**src/rtl/riscp_boot_loader.sv**
```systemverilog
// riscp_boot_loader: byte-stream loader filling ROM/RAM, then releasing the core.
// Define BOOT_CHECKSUM_EN to require a trailing XOR checksum byte per block.
module riscp_boot_loader #(
  parameter int ROM_AW    = 5,
  parameter int RAM_AW    = 4,
  parameter int CORE_HOLD = 2
) (
  input  logic              clk1,
  input  logic              start_n,
  input  logic              in_valid,
  input  logic [7:0]        in_data,
  output logic              in_ready,
  output logic              rom_we,
  output logic [ROM_AW-1:0] rom_addr,
  output logic [31:0]       rom_wdata,
  output logic              ram_we,
  output logic [RAM_AW-1:0] ram_addr,
  output logic [31:0]       ram_wdata,
  output logic              core_start,
  output logic              boot_done,
  output logic              err
);

  localparam int AW = (ROM_AW > RAM_AW) ? ROM_AW : RAM_AW;
  localparam int HW = $clog2(CORE_HOLD + 1);

  localparam logic [7:0] CMD_ROM = 8'h01;
  localparam logic [7:0] CMD_RAM = 8'h02;
  localparam logic [7:0] CMD_END = 8'hFF;

  typedef enum logic [3:0] {
    S_IDLE,
    S_ADDR,
    S_COUNT,
    S_DATA,
    S_WRITE,
    S_RELEASE,
    S_DONE,
    S_ERROR
`ifdef BOOT_CHECKSUM_EN
    , S_CHECK
`endif
  } state_e;

  state_e        state_q, state_d;
  logic          up_q, up_d;
  logic          tgt_ram_q, tgt_ram_d;
  logic [AW-1:0] addr_q, addr_d;
  logic [7:0]    rem_q, rem_d;
  logic [1:0]    idx_q, idx_d;
  logic [31:0]   word_q, word_d;
  logic [HW-1:0] hold_q, hold_d;
`ifdef BOOT_CHECKSUM_EN
  logic [7:0]    csum_q, csum_d;
`endif

  logic accept;
  logic is_mem;
  logic is_end;

  assign accept = in_valid && in_ready;
  assign is_mem = (in_data == CMD_ROM) || (in_data == CMD_RAM);
  assign is_end = (in_data == CMD_END);

  always_ff @(posedge clk1 or negedge start_n) begin
    if (!start_n) begin
      state_q   <= S_IDLE;
      up_q      <= 1'b0;
      tgt_ram_q <= 1'b0;
      addr_q    <= '0;
      rem_q     <= '0;
      idx_q     <= '0;
      word_q    <= '0;
      hold_q    <= '0;
`ifdef BOOT_CHECKSUM_EN
      csum_q    <= '0;
`endif
    end else begin
      state_q   <= state_d;
      up_q      <= up_d;
      tgt_ram_q <= tgt_ram_d;
      addr_q    <= addr_d;
      rem_q     <= rem_d;
      idx_q     <= idx_d;
      word_q    <= word_d;
      hold_q    <= hold_d;
`ifdef BOOT_CHECKSUM_EN
      csum_q    <= csum_d;
`endif
    end
  end

  always_comb begin
    state_d   = state_q;
    up_d      = 1'b1;
    tgt_ram_d = tgt_ram_q;
    addr_d    = addr_q;
    rem_d     = rem_q;
    idx_d     = idx_q;
    word_d    = word_q;
    hold_d    = hold_q;
`ifdef BOOT_CHECKSUM_EN
    csum_d    = csum_q;
`endif
    unique case (state_q)
      S_IDLE: if (accept) begin
        unique case (1'b1)
          is_mem: begin
            tgt_ram_d = (in_data == CMD_RAM);
            state_d   = S_ADDR;
          end
          is_end: begin
            hold_d  = '0;
            state_d = S_RELEASE;
          end
          default: state_d = S_ERROR;
        endcase
      end
      S_ADDR: if (accept) begin
        addr_d  = in_data[AW-1:0];
        state_d = S_COUNT;
      end
      S_COUNT: if (accept) begin
        rem_d   = in_data;
        idx_d   = '0;
`ifdef BOOT_CHECKSUM_EN
        csum_d  = '0;
`endif
        state_d = (in_data == 8'd0) ? S_IDLE : S_DATA;
      end
      S_DATA: if (accept) begin
        word_d = {word_q[23:0], in_data};
        idx_d  = idx_q + 2'd1;
`ifdef BOOT_CHECKSUM_EN
        csum_d = csum_q ^ in_data;
`endif
        if (idx_q == 2'd3) state_d = S_WRITE;
      end
      S_WRITE: begin
        addr_d = addr_q + AW'(1);
        rem_d  = rem_q - 8'd1;
        if (rem_q == 8'd1) begin
`ifdef BOOT_CHECKSUM_EN
          state_d = S_CHECK;
`else
          state_d = S_IDLE;
`endif
        end else begin
          state_d = S_DATA;
        end
      end
      S_RELEASE: begin
        if (hold_q == HW'(CORE_HOLD)) state_d = S_DONE;
        else hold_d = hold_q + HW'(1);
      end
`ifdef BOOT_CHECKSUM_EN
      S_CHECK: if (accept) begin
        state_d = (in_data == csum_q) ? S_IDLE : S_ERROR;
      end
`endif
      default: ;
    endcase
  end

  always_comb begin
    in_ready   = 1'b0;
    rom_we     = 1'b0;
    ram_we     = 1'b0;
    core_start = 1'b1;
    boot_done  = 1'b0;
    err        = 1'b0;
    unique case (state_q)
      S_IDLE, S_ADDR, S_COUNT, S_DATA: in_ready = up_q;
`ifdef BOOT_CHECKSUM_EN
      S_CHECK: in_ready = 1'b1;
`endif
      S_WRITE: begin
        rom_we = !tgt_ram_q;
        ram_we = tgt_ram_q;
      end
      S_DONE: begin
        core_start = 1'b0;
        boot_done  = 1'b1;
      end
      S_ERROR: err = 1'b1;
      default: ;
    endcase
  end

  assign rom_addr  = addr_q[ROM_AW-1:0];
  assign ram_addr  = addr_q[RAM_AW-1:0];
  assign rom_wdata = word_q;
  assign ram_wdata = word_q;

endmodule

```
**config.mk**
```make
export PLATFORM = sky130hd
export DESIGN_NAME = riscp_boot_loader
export DESIGN_NICKNAME = d
export VERILOG_FILES = /design/src/rtl/riscp_boot_loader.sv
export SDC_FILE = /design/constraint.sdc
export NUM_CORES = 1
export LEC_CHECK = 0
export ABC_AREA = 1
export CORE_MARGIN = 2
export CORE_UTILIZATION = 52
export CTS_BUF_LIST = sky130_fd_sc_hd__clkbuf_4
export DETAILED_ROUTE_END_ITERATION = 8
export GPL_ROUTABILITY_DRIVEN = 1
export PLACE_DENSITY = 0.89
export SYNTH_ARGS = -nofsm -noshare
export SYNTH_HDL_FRONTEND = slang
export SYNTH_SLANG_ARGS = --single-unit
export TNS_END_PERCENT = 1
```
**constraint.sdc**
```tcl
create_clock -name clk1 -period 3.3 [get_ports clk1]
set_clock_uncertainty 0.2 [all_clocks]
set_input_delay 0.66 -clock clk1 [delete_from_list [all_inputs] [get_ports clk1]]
set_output_delay 0.66 -clock clk1 [all_outputs]
set_load 0.02 [all_outputs]
```
Word level (Yosys, flattened, before mapping)
Index checks and enable logic that the tools add are counted.
{"block": "op_classes", "muxes": 27, "addsub": 4, "reduce_logical": 18, "eq_ne": 21}
{"op": "$mux W4", "n": 6}
{"op": "$pmux W4 S6", "n": 1}
{"op": "$eq A4 B3 Y1 const B", "n": 4}
{"op": "$eq A8 B1 Y1 const B", "n": 2}
{"op": "$ne A2 B2 Y1 const B", "n": 8}
{"op": "$pmux W8 S2", "n": 1}
{"op": "$mux W2", "n": 7}
{"op": "$pmux W5 S2", "n": 1}
{"op": "$eq A4 B2 Y1 const B", "n": 2}
{"op": "$eq A8 B2 Y1 const B", "n": 1}
{"op": "$eq A8 B8 Y1 const B", "n": 1}
{"op": "$logic_not A8 Y1", "n": 1}
{"op": "$mux W8", "n": 1}
{"op": "$pmux W2 S2", "n": 2}
{"op": "$reduce_bool A2 Y1", "n": 4}
{"op": "$sub A8 B1 Y8 const B", "n": 1}
{"op": "$reduce_and A7 Y1", "n": 1}
{"op": "$mux W1", "n": 6}
{"op": "$pmux W3 S2", "n": 1}
{"op": "$reduce_and A2 Y1", "n": 3}
{"op": "$reduce_and A3 Y1", "n": 2}
{"op": "$reduce_bool A6 Y1", "n": 1}
{"op": "$add A5 B1 Y5 const B", "n": 1}
{"op": "$mux W5", "n": 1}
{"op": "other kinds (9)", "n": 11}
{"block": "totals", "word_cells": 78, "output_inout_bits": 79, "in_bits": 11, "ff_bits": 55}

Depth between registers and ports, before layout
Gate-level depths: netlist (run 1).
{"block": "depth", "ltp_word": 6, "mapped_depth": 8, "ltp_nobuf": 8}

Least setup slack after synthesis (run 1)
OpenSTA, ideal clock, no wires.
{"block": "synth_path", "path_type": "reg-to-output", "from": "reg state_q[1]", "to": "out ram_we", "n_path_buf": 1, "slack_ps": 1222, "required_ps": 2440, "arrival_time_ps": 1218, "stages_incl_launch_ff": 5, "path_cell_list": "dfrtp_1 nor2_1 nand2_2 clkbuf_1 nor2_1"}
{"block": "synth_between", "elab_chain_len": 2}
{"item": "from (decl)", "line_no": "45", "text": "state_e state_q, state_d;"}
{"item": "from (signal assigned)", "line_no": "79", "text": "state_q <= state_d;"}
{"item": "$eq A4 B3 Y1", "line_no": "172", "text": "unique case (state_q)"}
{"item": "$mux W1", "line_no": "172"}
{"item": "to (decl)", "line_no": "16", "text": "output logic ram_we,"}
No other way between the ends.

Worst setup path after layout (run 1)
{"block": "layout_path", "from": "reg state_q[1]", "to": "out rom_we"}
{"block": "layout_between", "elab_chain_len": 2}
{"item": "$eq A4 B3 Y1", "line_no": "172"}
{"item": "$mux W1", "line_no": "172"}
{"item": "to (decl)", "line_no": "13", "text": "output logic rom_we,"}
No other way between the ends.

==> summary.md, run 1 <==
| Metric | Value |
|---|---|
| Run status | `finished, final reports clean` |
| Post-synthesis compound-gate area fraction | `approximately 10%` |
| Tot Pwr | `between 0.003 and 0.004 W` |
| Effective utilization at floorplan | `53.1%` |
| Starting DRT DRC Count | `between 100 and 150` |
| Floorplan die area | `around 0.006 mm²` |
| Adder-Cell Fraction of Synth Area | `~2.2%` |
| Hold bufs inserted after CTS | `0` |
| Resized Gates After CTS | `0` |
| Cells after synthesis | `~320` |
| Share of post-route cells with drive strength above 1 | `about a tenth` |
| Period Utilization, post-route | `89.8%` |
| Fin area | `~0.0036 mm²` |
| Main combinational cell family by area after synthesis | `simple AND/OR/NAND/NOR gates` |
| Xor and xnor fraction of the mapped netlist area | `less than 1%` |
| Remaining number of nets flagged by the antenna check after routing | `0` |
| Number of synthesis warnings | `0` |
| CTS tree | `built` |
| Number of standard-cell rows in the floorplan | `27` |
| Non-filler instance count after layout | `450` |
| Syn_nets | `337` |
| Total Neg Setup Slack | `0 ns` |
| Most common cell after layout, fill and taps aside | `clkdlybuf4s50_1` |
| Most heavily used metal layer in global routing | `met2` |
| Highest fanout seen on the critical path | `18` |
| Met1 GRT Util | `26.5%` |
| Timing-limited maximum frequency | `between 300 and 400 MHz` |
| Number of global-route vias before repair | `2132` |
| RSZ-0062 raised after global routing | `false` |
| Smallest hold slack | `about 0.039 ns` |
| Clock buffer depth | `2` |
| Minimum clock period | `~3.0 ns` |
| Biggest cell delay along the critical path | `0.61 ns` |
| Area Overhead vs Synth | `25.6%` |
| Buffer cell driving the clock tree root | `clkbuf_4` |
| Count of pins on the block boundary | `90` |
| Share of synthesized area occupied by flip-flops and latches | `47.0%` |
| Y dimension of the die | `between 70 and 80 µm` |
| Cell repeated most along the worst path | `nor2_1` |
| Total detailed-routing wirelength | `approximately 6000 µm` |
| Type of the setup path with the least slack | `reg2out` |
| Critical path's slowest cell | `clkdlybuf4s50_1` |
| M2 GR Usage | `between 30% and 40%` |
| Post-CTS clock slew at the launch and capture registers of the worst setup and hold paths | `around 0.16 ns` |
| Count of final hold-check violations | `0` |
| Area after DPL | `about 0.0035 mm²` |
| Antenna diode count | `0` |
| Crit path cell chain | `nor2_1, nand2_2, nor2_1, clkdlybuf4s50_1` |
| Clock tree sinks | `54` |
| CP Launch Type | `register` |
| Fraction of the mapped netlist area in simple logic gates | `roughly 16%` |
| CTS buffer count | `5` |
| Post-synthesis cell area | `between 0.002 and 0.003 mm²` |
| Register bit total from synthesis | `between 50 and 60` |
| Post-synth top flop | `dfrtp_1` |
| Drc violations | `0` |
| Count of flip-flops with a built-in enable after synthesis | `0` |
| Worst min path class | `in2async` |
| Placed wire-length estimate | `4500 µm` |
| Areal power density over the cells | `a little over 900 mW/mm²` |
| Multiplexer share of the synthesized area | `under 10%` |
| Routed length per instance | `approximately 13 µm` |
| Leading cell types in the layout, fill and taps excluded | `clkdlybuf4s50_1 (88), nand2_1 (57), dfrtp_1 (54), o21ai_0 (32), inv_1 (31)` |
| Number of max-cap violations | `0` |
| Maximum level of the CTS H-tree | `2` |
| Weighted congestion at the end of routability-driven global placement | `roughly 0.90` |
| Count of buffering cells on the critical path with inverters included | `1` |
| Worst endpoint required time | `2.44 ns` |
| Number of post-CTS setup repair buffers | `0` |
| Synth async-reset ratio | `100%` |
| First-pass GRT wire length | `9850 µm` |
| Setup slack of the most critical reg-to-reg path | `roughly 1.2 ns` |
| Total of endpoints with negative setup slack in the final report | `0` |
| Total iterations of the first detailed-routing run | `4` |
| # nets final | `393` |
| Number of max-slew violations in the final report | `0` |
| Core ar. | `0.00541 mm²` |
| Arrival @ worst endpoint | `2.10 ns` |
| Overflow after GRT | `0` |
| M3 GR Usage | `under 10%` |
| Clock network latency to the later pin of the worst-skew pair | `approximately 0.38 ns` |
| Family of cells with the greatest summed delay on the critical path | `simple AND/OR/NAND/NOR gates` |
| Unique cell type count in the Yosys netlist | `31` |
| Overall via count from detail_route | `2307` |
| Vias per cell | `around 5.1` |
| Avg Synthesized Cell Area | `8.95 µm²` |
| Pin count of the biggest net entering global routing | `44` |
| Worst IR Drop VDD | `0.000473 V` |
| Antenna violations before repair | `0` |
| Width of the die | `between 70 and 80 µm` |
| Port buffer count | `89` |
| Leakage power summed over all cells | `roughly 1.7 nW` |
| Kind of end point of the critical path | `primary output` |
| Number of placed instances, taps included | `442` |
| Overall global routing resource usage | `between 20% and 30%` |
-- layout make-up --
type                       instances  area (µm²)
inverter                          33         125
clock buffer                       5        37.5
sequential                        54        1350
fill                             456        1800
timing repair buffer              91         901
clock inverter                     3        20.0
multi-input combinational        192        1080
tap                               72        90.1
-- kinds of logic after synthesis --
family | Yosys count
muxes | 22
buffers and inverters | 75
adders and majority gates | 5
xor gates and xnor gates | 2
and+or+nand+nor | 110
AOI/OAI and AO/OA | 52
DFF | 54
other | 1
-- through the flow --
step / setup WS [ns] / utilization, %
6_report: 0.337 / 66.7
5_1_grt: 0.143 / 66.7
4_1_cts: 0.341 / 66.7
3_5_place_dp: 0.787 / 65.7
3_3_place_gp: 0.837 / 65.7
2_1_floorplan: 1.22 / -
-- registers in the layout, indices dropped and copies added, names as in the netlist --
register and count:
rem_q 8, state_q 3, rom_addr 5, tgt_ram_q 1, up_q 1, idx_q 2
ram_wdata 32, hold_q 2
-- where the power goes --
part	switching [W]	leakage, nW	internal, W	total [W]
Sequential	0.000242	0.691	0.000906	0.00115
Combinational	0.00101	0.984	0.000840	0.00185
Clock	0.000213	0.0292	0.0000838	0.000296
Total	0.00146	1.70	0.00183	0.00329
-- worst reg2reg max path, cell delays in order, from the launching register on --
cell,delay [ns]
dfrtp_1,0.45
nor2_1,0.24
nand2_2,0.26
inv_1,0.36
o21ai_0,0.24
nand2_1,0.11
nor2_1,0.04
o21ai_0,0.15
-- per-layer routing --
layer / vias up / routed length [µm]
met3: 8 / 434
met2: 117 / 2810
met5: - / 0
met1: 1050 / 2670
met4: 0 / 70
li1: 1132 / -
-- synthesized netlist by cell type, types with 2 or more instances --
master,n,share of area (%)
nand2_1,57,7.4
dfrtp_1,54,47
buf_4,37,9.7
o21ai_0,32,5.6
inv_1,31,4.1
nor2_1,28,3.7
mux2_2,20,7.8
nand3_1,15,2.6
a21oi_1,7,1.2
ha_1,5,2.2
o211ai_1,5,1.3
a31oi_1,4,0.87
buf_2,2,0.35
buf_6,2,0.78
mux2_1,2,0.78
nand2_2,2,0.44
nand4_1,2,0.44
nor2_2,2,0.44
xor2_1,2,0.61
-- worst paths after layout --
path	startpoint	endpoint	depth (start not counted)
max in group asynchronous	start_n	ram_wdata[13]	2
min reg2reg	rem_q[7]	rem_q[7]	2
min in group clk1	rem_q[7]	rem_q[7]	2
max	state_q[1]	rom_we	4
min	start_n	ram_wdata[18]	2
max reg2reg	state_q[1]	state_q[0]	7
Power figures use the tool's default switching activity.
==> run 2, diff against run 1 <==
--- a/config.mk
+++ b/config.mk
@@ -7,11 +7,11 @@
 export LEC_CHECK = 0
 export ABC_AREA = 1
 export CORE_MARGIN = 2
-export CORE_UTILIZATION = 52
+export CORE_UTILIZATION = 35
 export CTS_BUF_LIST = sky130_fd_sc_hd__clkbuf_4
 export DETAILED_ROUTE_END_ITERATION = 8
 export GPL_ROUTABILITY_DRIVEN = 1
-export PLACE_DENSITY = 0.89
+export PLACE_DENSITY = 0.64
 export SYNTH_ARGS = -nofsm -noshare
 export SYNTH_HDL_FRONTEND = slang
 export SYNTH_SLANG_ARGS = --single-unit
==> summary.md, run 2 (synthesis gave the netlist of run 1 again) <==
| Metric | Value |
|---|---|
| Drc violations | `0` |
| Kind of end point of the critical path | `primary output` |
| Multi-input logic area | `roughly 0.0011 mm²` |
| RSZ-0062 raised after global routing | `false` |
| CTS buffer count | `5` |
| Family of cells with the greatest summed delay on the critical path | `simple AND/OR/NAND/NOR gates` |
| Clock tree sinks | `54` |
| Seq. cell area | `approximately 0.0014 mm²` |
| Overall via count from detail_route | `approximately 2.3k` |
| CP Launch Type | `register` |
| Width of the die | `approximately 95 µm` |
| Arrival @ worst endpoint | `2.11 ns` |
| Pre-CTS setup slack | `between 0.7 and 0.8 ns` |
| CTS tree | `built` |
| Max reg flops | `32` |
| Vias per cell | `about 4.8` |
| Starting DRT DRC Count | `90` |
| Effective utilization at floorplan | `35.5%` |
| # nets final | `about 390` |
| Number of fill cells in the layout | `800` |
| Leading cell types in the layout, fill and taps excluded | `clkdlybuf4s50_1 (88), nand2_1 (57), dfrtp_1 (54), o21ai_0 (32), inv_1 (31)` |
| Total Neg Setup Slack | `0 ns` |
| Weighted congestion at the end of routability-driven global placement | `0.841` |
| Total of endpoints with negative setup slack in the final report | `0` |
| Worst path depth | `4` |
| Met1 GRT Util | `between 10% and 20%` |
| Total detailed-routing wirelength | `between 6000 and 7000 µm` |
| Startpoint of the worst register-to-register path | `state_q[1]` |
| Period Utilization, post-route | `around 90%` |
| Y dimension of the die | `approximately 95 µm` |
| Critical path's slowest cell | `clkdlybuf4s50_1` |
| Utilization of the core after routing | `a little under half` |
| Worst IR Drop VDD | `0.000409 V` |
| Post-CTS clock slew at the launch and capture registers of the worst setup and hold paths | `about 0.15 ns` |
| Overall global routing resource usage | `between 10% and 20%` |
| Antenna violations before repair | `0` |
| Type of the setup path with the least slack | `reg2out` |
| M3 GR Usage | `between 3 and 4%` |
| Number of post-CTS setup repair buffers | `0` |
| Core ar. | `between 0.008 and 0.009 mm²` |
| Clock network latency to the later pin of the worst-skew pair | `around 0.38 ns` |
| Antenna diode count | `0` |
| Setup slack of the most critical reg-to-reg path | `~1.2 ns` |
| Timing-limited maximum frequency | `~340 MHz` |
| Number of cells on the worst reg-to-reg path | `7` |
| First-pass GRT wire length | `slightly above 10000 µm` |
| Routed length per instance | `around 13 µm` |
| Port buffer count | `89` |
| Most common cell after layout, fill and taps aside | `clkdlybuf4s50_1` |
| Number of global-route vias before repair | `roughly 2.2k` |
| Highest fanout seen on the critical path | `18` |
| Total iterations of the first detailed-routing run | `4` |
| Count of final hold-check violations | `0` |
| Minimum clock period | `between 2 and 3 ns` |
| Count of buffering cells on the critical path with inverters included | `1` |
| Share of post-route cells with drive strength above 1 | `a little over a tenth` |
| Number of standard-cell rows in the floorplan | `33` |
| Pin count of the biggest net entering global routing | `44` |
| Count of pins on the block boundary | `90` |
| Maximum level of the CTS H-tree | `2` |
| Buffer cell driving the clock tree root | `clkbuf_4` |
| Leakage power summed over all cells | `1.72 nW` |
| Cell repeated most along the worst path | `nor2_1` |
| R2R Path End | `state_q[0]` |
| Placed wire-length estimate | `4800 µm` |
| Number of max-cap violations | `0` |
| Overflow after GRT | `0` |
| Worst min path class | `in2async` |
| M2 GR Usage | `between 20% and 30%` |
| Run status | `finished, final reports clean` |
| Floorplan die area | `approximately 0.009 mm²` |
| Clock buffer depth | `2` |
| Remaining number of nets flagged by the antenna check after routing | `0` |
| Worst endpoint required time | `between 2 and 2.5 ns` |
| Areal power density over the cells | `916 mW/mm²` |
| Biggest cell delay along the critical path | `roughly 0.63 ns` |
| Number of max-slew violations in the final report | `0` |
| Area Overhead vs Synth | `27.9%` |
| Most heavily used metal layer in global routing | `met2` |
| Crit path cell chain | `nor2_1, nand2_2, nor2_1, clkdlybuf4s50_1` |
| Hold bufs inserted after CTS | `0` |
| Resized Gates After CTS | `0` |
| Setup slack of the critical path after layout | `0.333 ns` |
run 2: changes by cell type in the layout (fill, tap and decap cells not counted), sizes merged:
cell and change:
bufinv +1, clkbuf +1, clkinv -1, inv -1
run 2: through the flow:
step	area, µm²	instances	total power (W)	hold WS [ns]
floorplan	2870	321	0.00237	0.164
global placement	3590	475	0.00298	0.270
detailed placement	3590	475	0.00302	0.267
CTS	3670	483	0.00340	0.0257
global route	3670	483	0.00361	0.0389
finish	3670	483	0.00337	0.0223
run 2: cell type report:
| class | count | area share [%] |
|---|---|---|
| tap | 105 | 3.58 |
| clock buffer | 6 | 1.23 |
| multi-input combinational | 192 | 29.5 |
| clock inverter | 2 | 1.02 |
| timing repair buffer | 91 | 24.5 |
| inverter | 33 | 3.41 |
| sequential | 54 | 36.8 |
run 2: power breakdown:
group / total, W / switching [W] / internal (W) / leakage (nW)
logic: 0.00184 / 0.00100 / 0.000840 / 0.984
clock network: 0.000377 / 0.000209 / 0.000168 / 0.0419
registers: 0.00115 / 0.000240 / 0.000907 / 0.691
total: 0.00337 / 0.00145 / 0.00191 / 1.72
run 2: per-layer routing:
metal	vias up	wire, µm
li1	1121	-
met1	1070	2890
met2	101	2860
met3	8	456
met4	0	80
met5	-	0
run 2: how the worst max path moves through the flow:
stage / from / endpoint / slack (ns)
finish: state_q[1] / ram_we / 0.33
global route: state_q[1] / ram_we / 0.17
CTS: state_q[1] / ram_we / 0.32
detailed placement: state_q[1] / ram_we / 0.75
global placement: state_q[0] / ram_we / 0.78
floorplan: state_q[1] / ram_we / 1.22
run 2: worst reg2reg max path, stage by stage (launching register included):
cell	delay [ns]
dfrtp_1	0.45
nor2_1	0.22
nand2_2	0.26
inv_1	0.38
o21ai_0	0.23
nand2_1	0.11
nor2_1	0.04
o21ai_0	0.14
==> run 3, diff against run 2 <==
--- a/config.mk
+++ b/config.mk
@@ -9,6 +9,7 @@
 export CORE_MARGIN = 2
 export CORE_UTILIZATION = 35
 export CTS_BUF_LIST = sky130_fd_sc_hd__clkbuf_4
+export CTS_CLUSTER_DIAMETER = 60
 export DETAILED_ROUTE_END_ITERATION = 8
 export GPL_ROUTABILITY_DRIVEN = 1
 export PLACE_DENSITY = 0.64
==> results of run 3 <==
Final layout, timing and power as in run 2 (identical DEF).
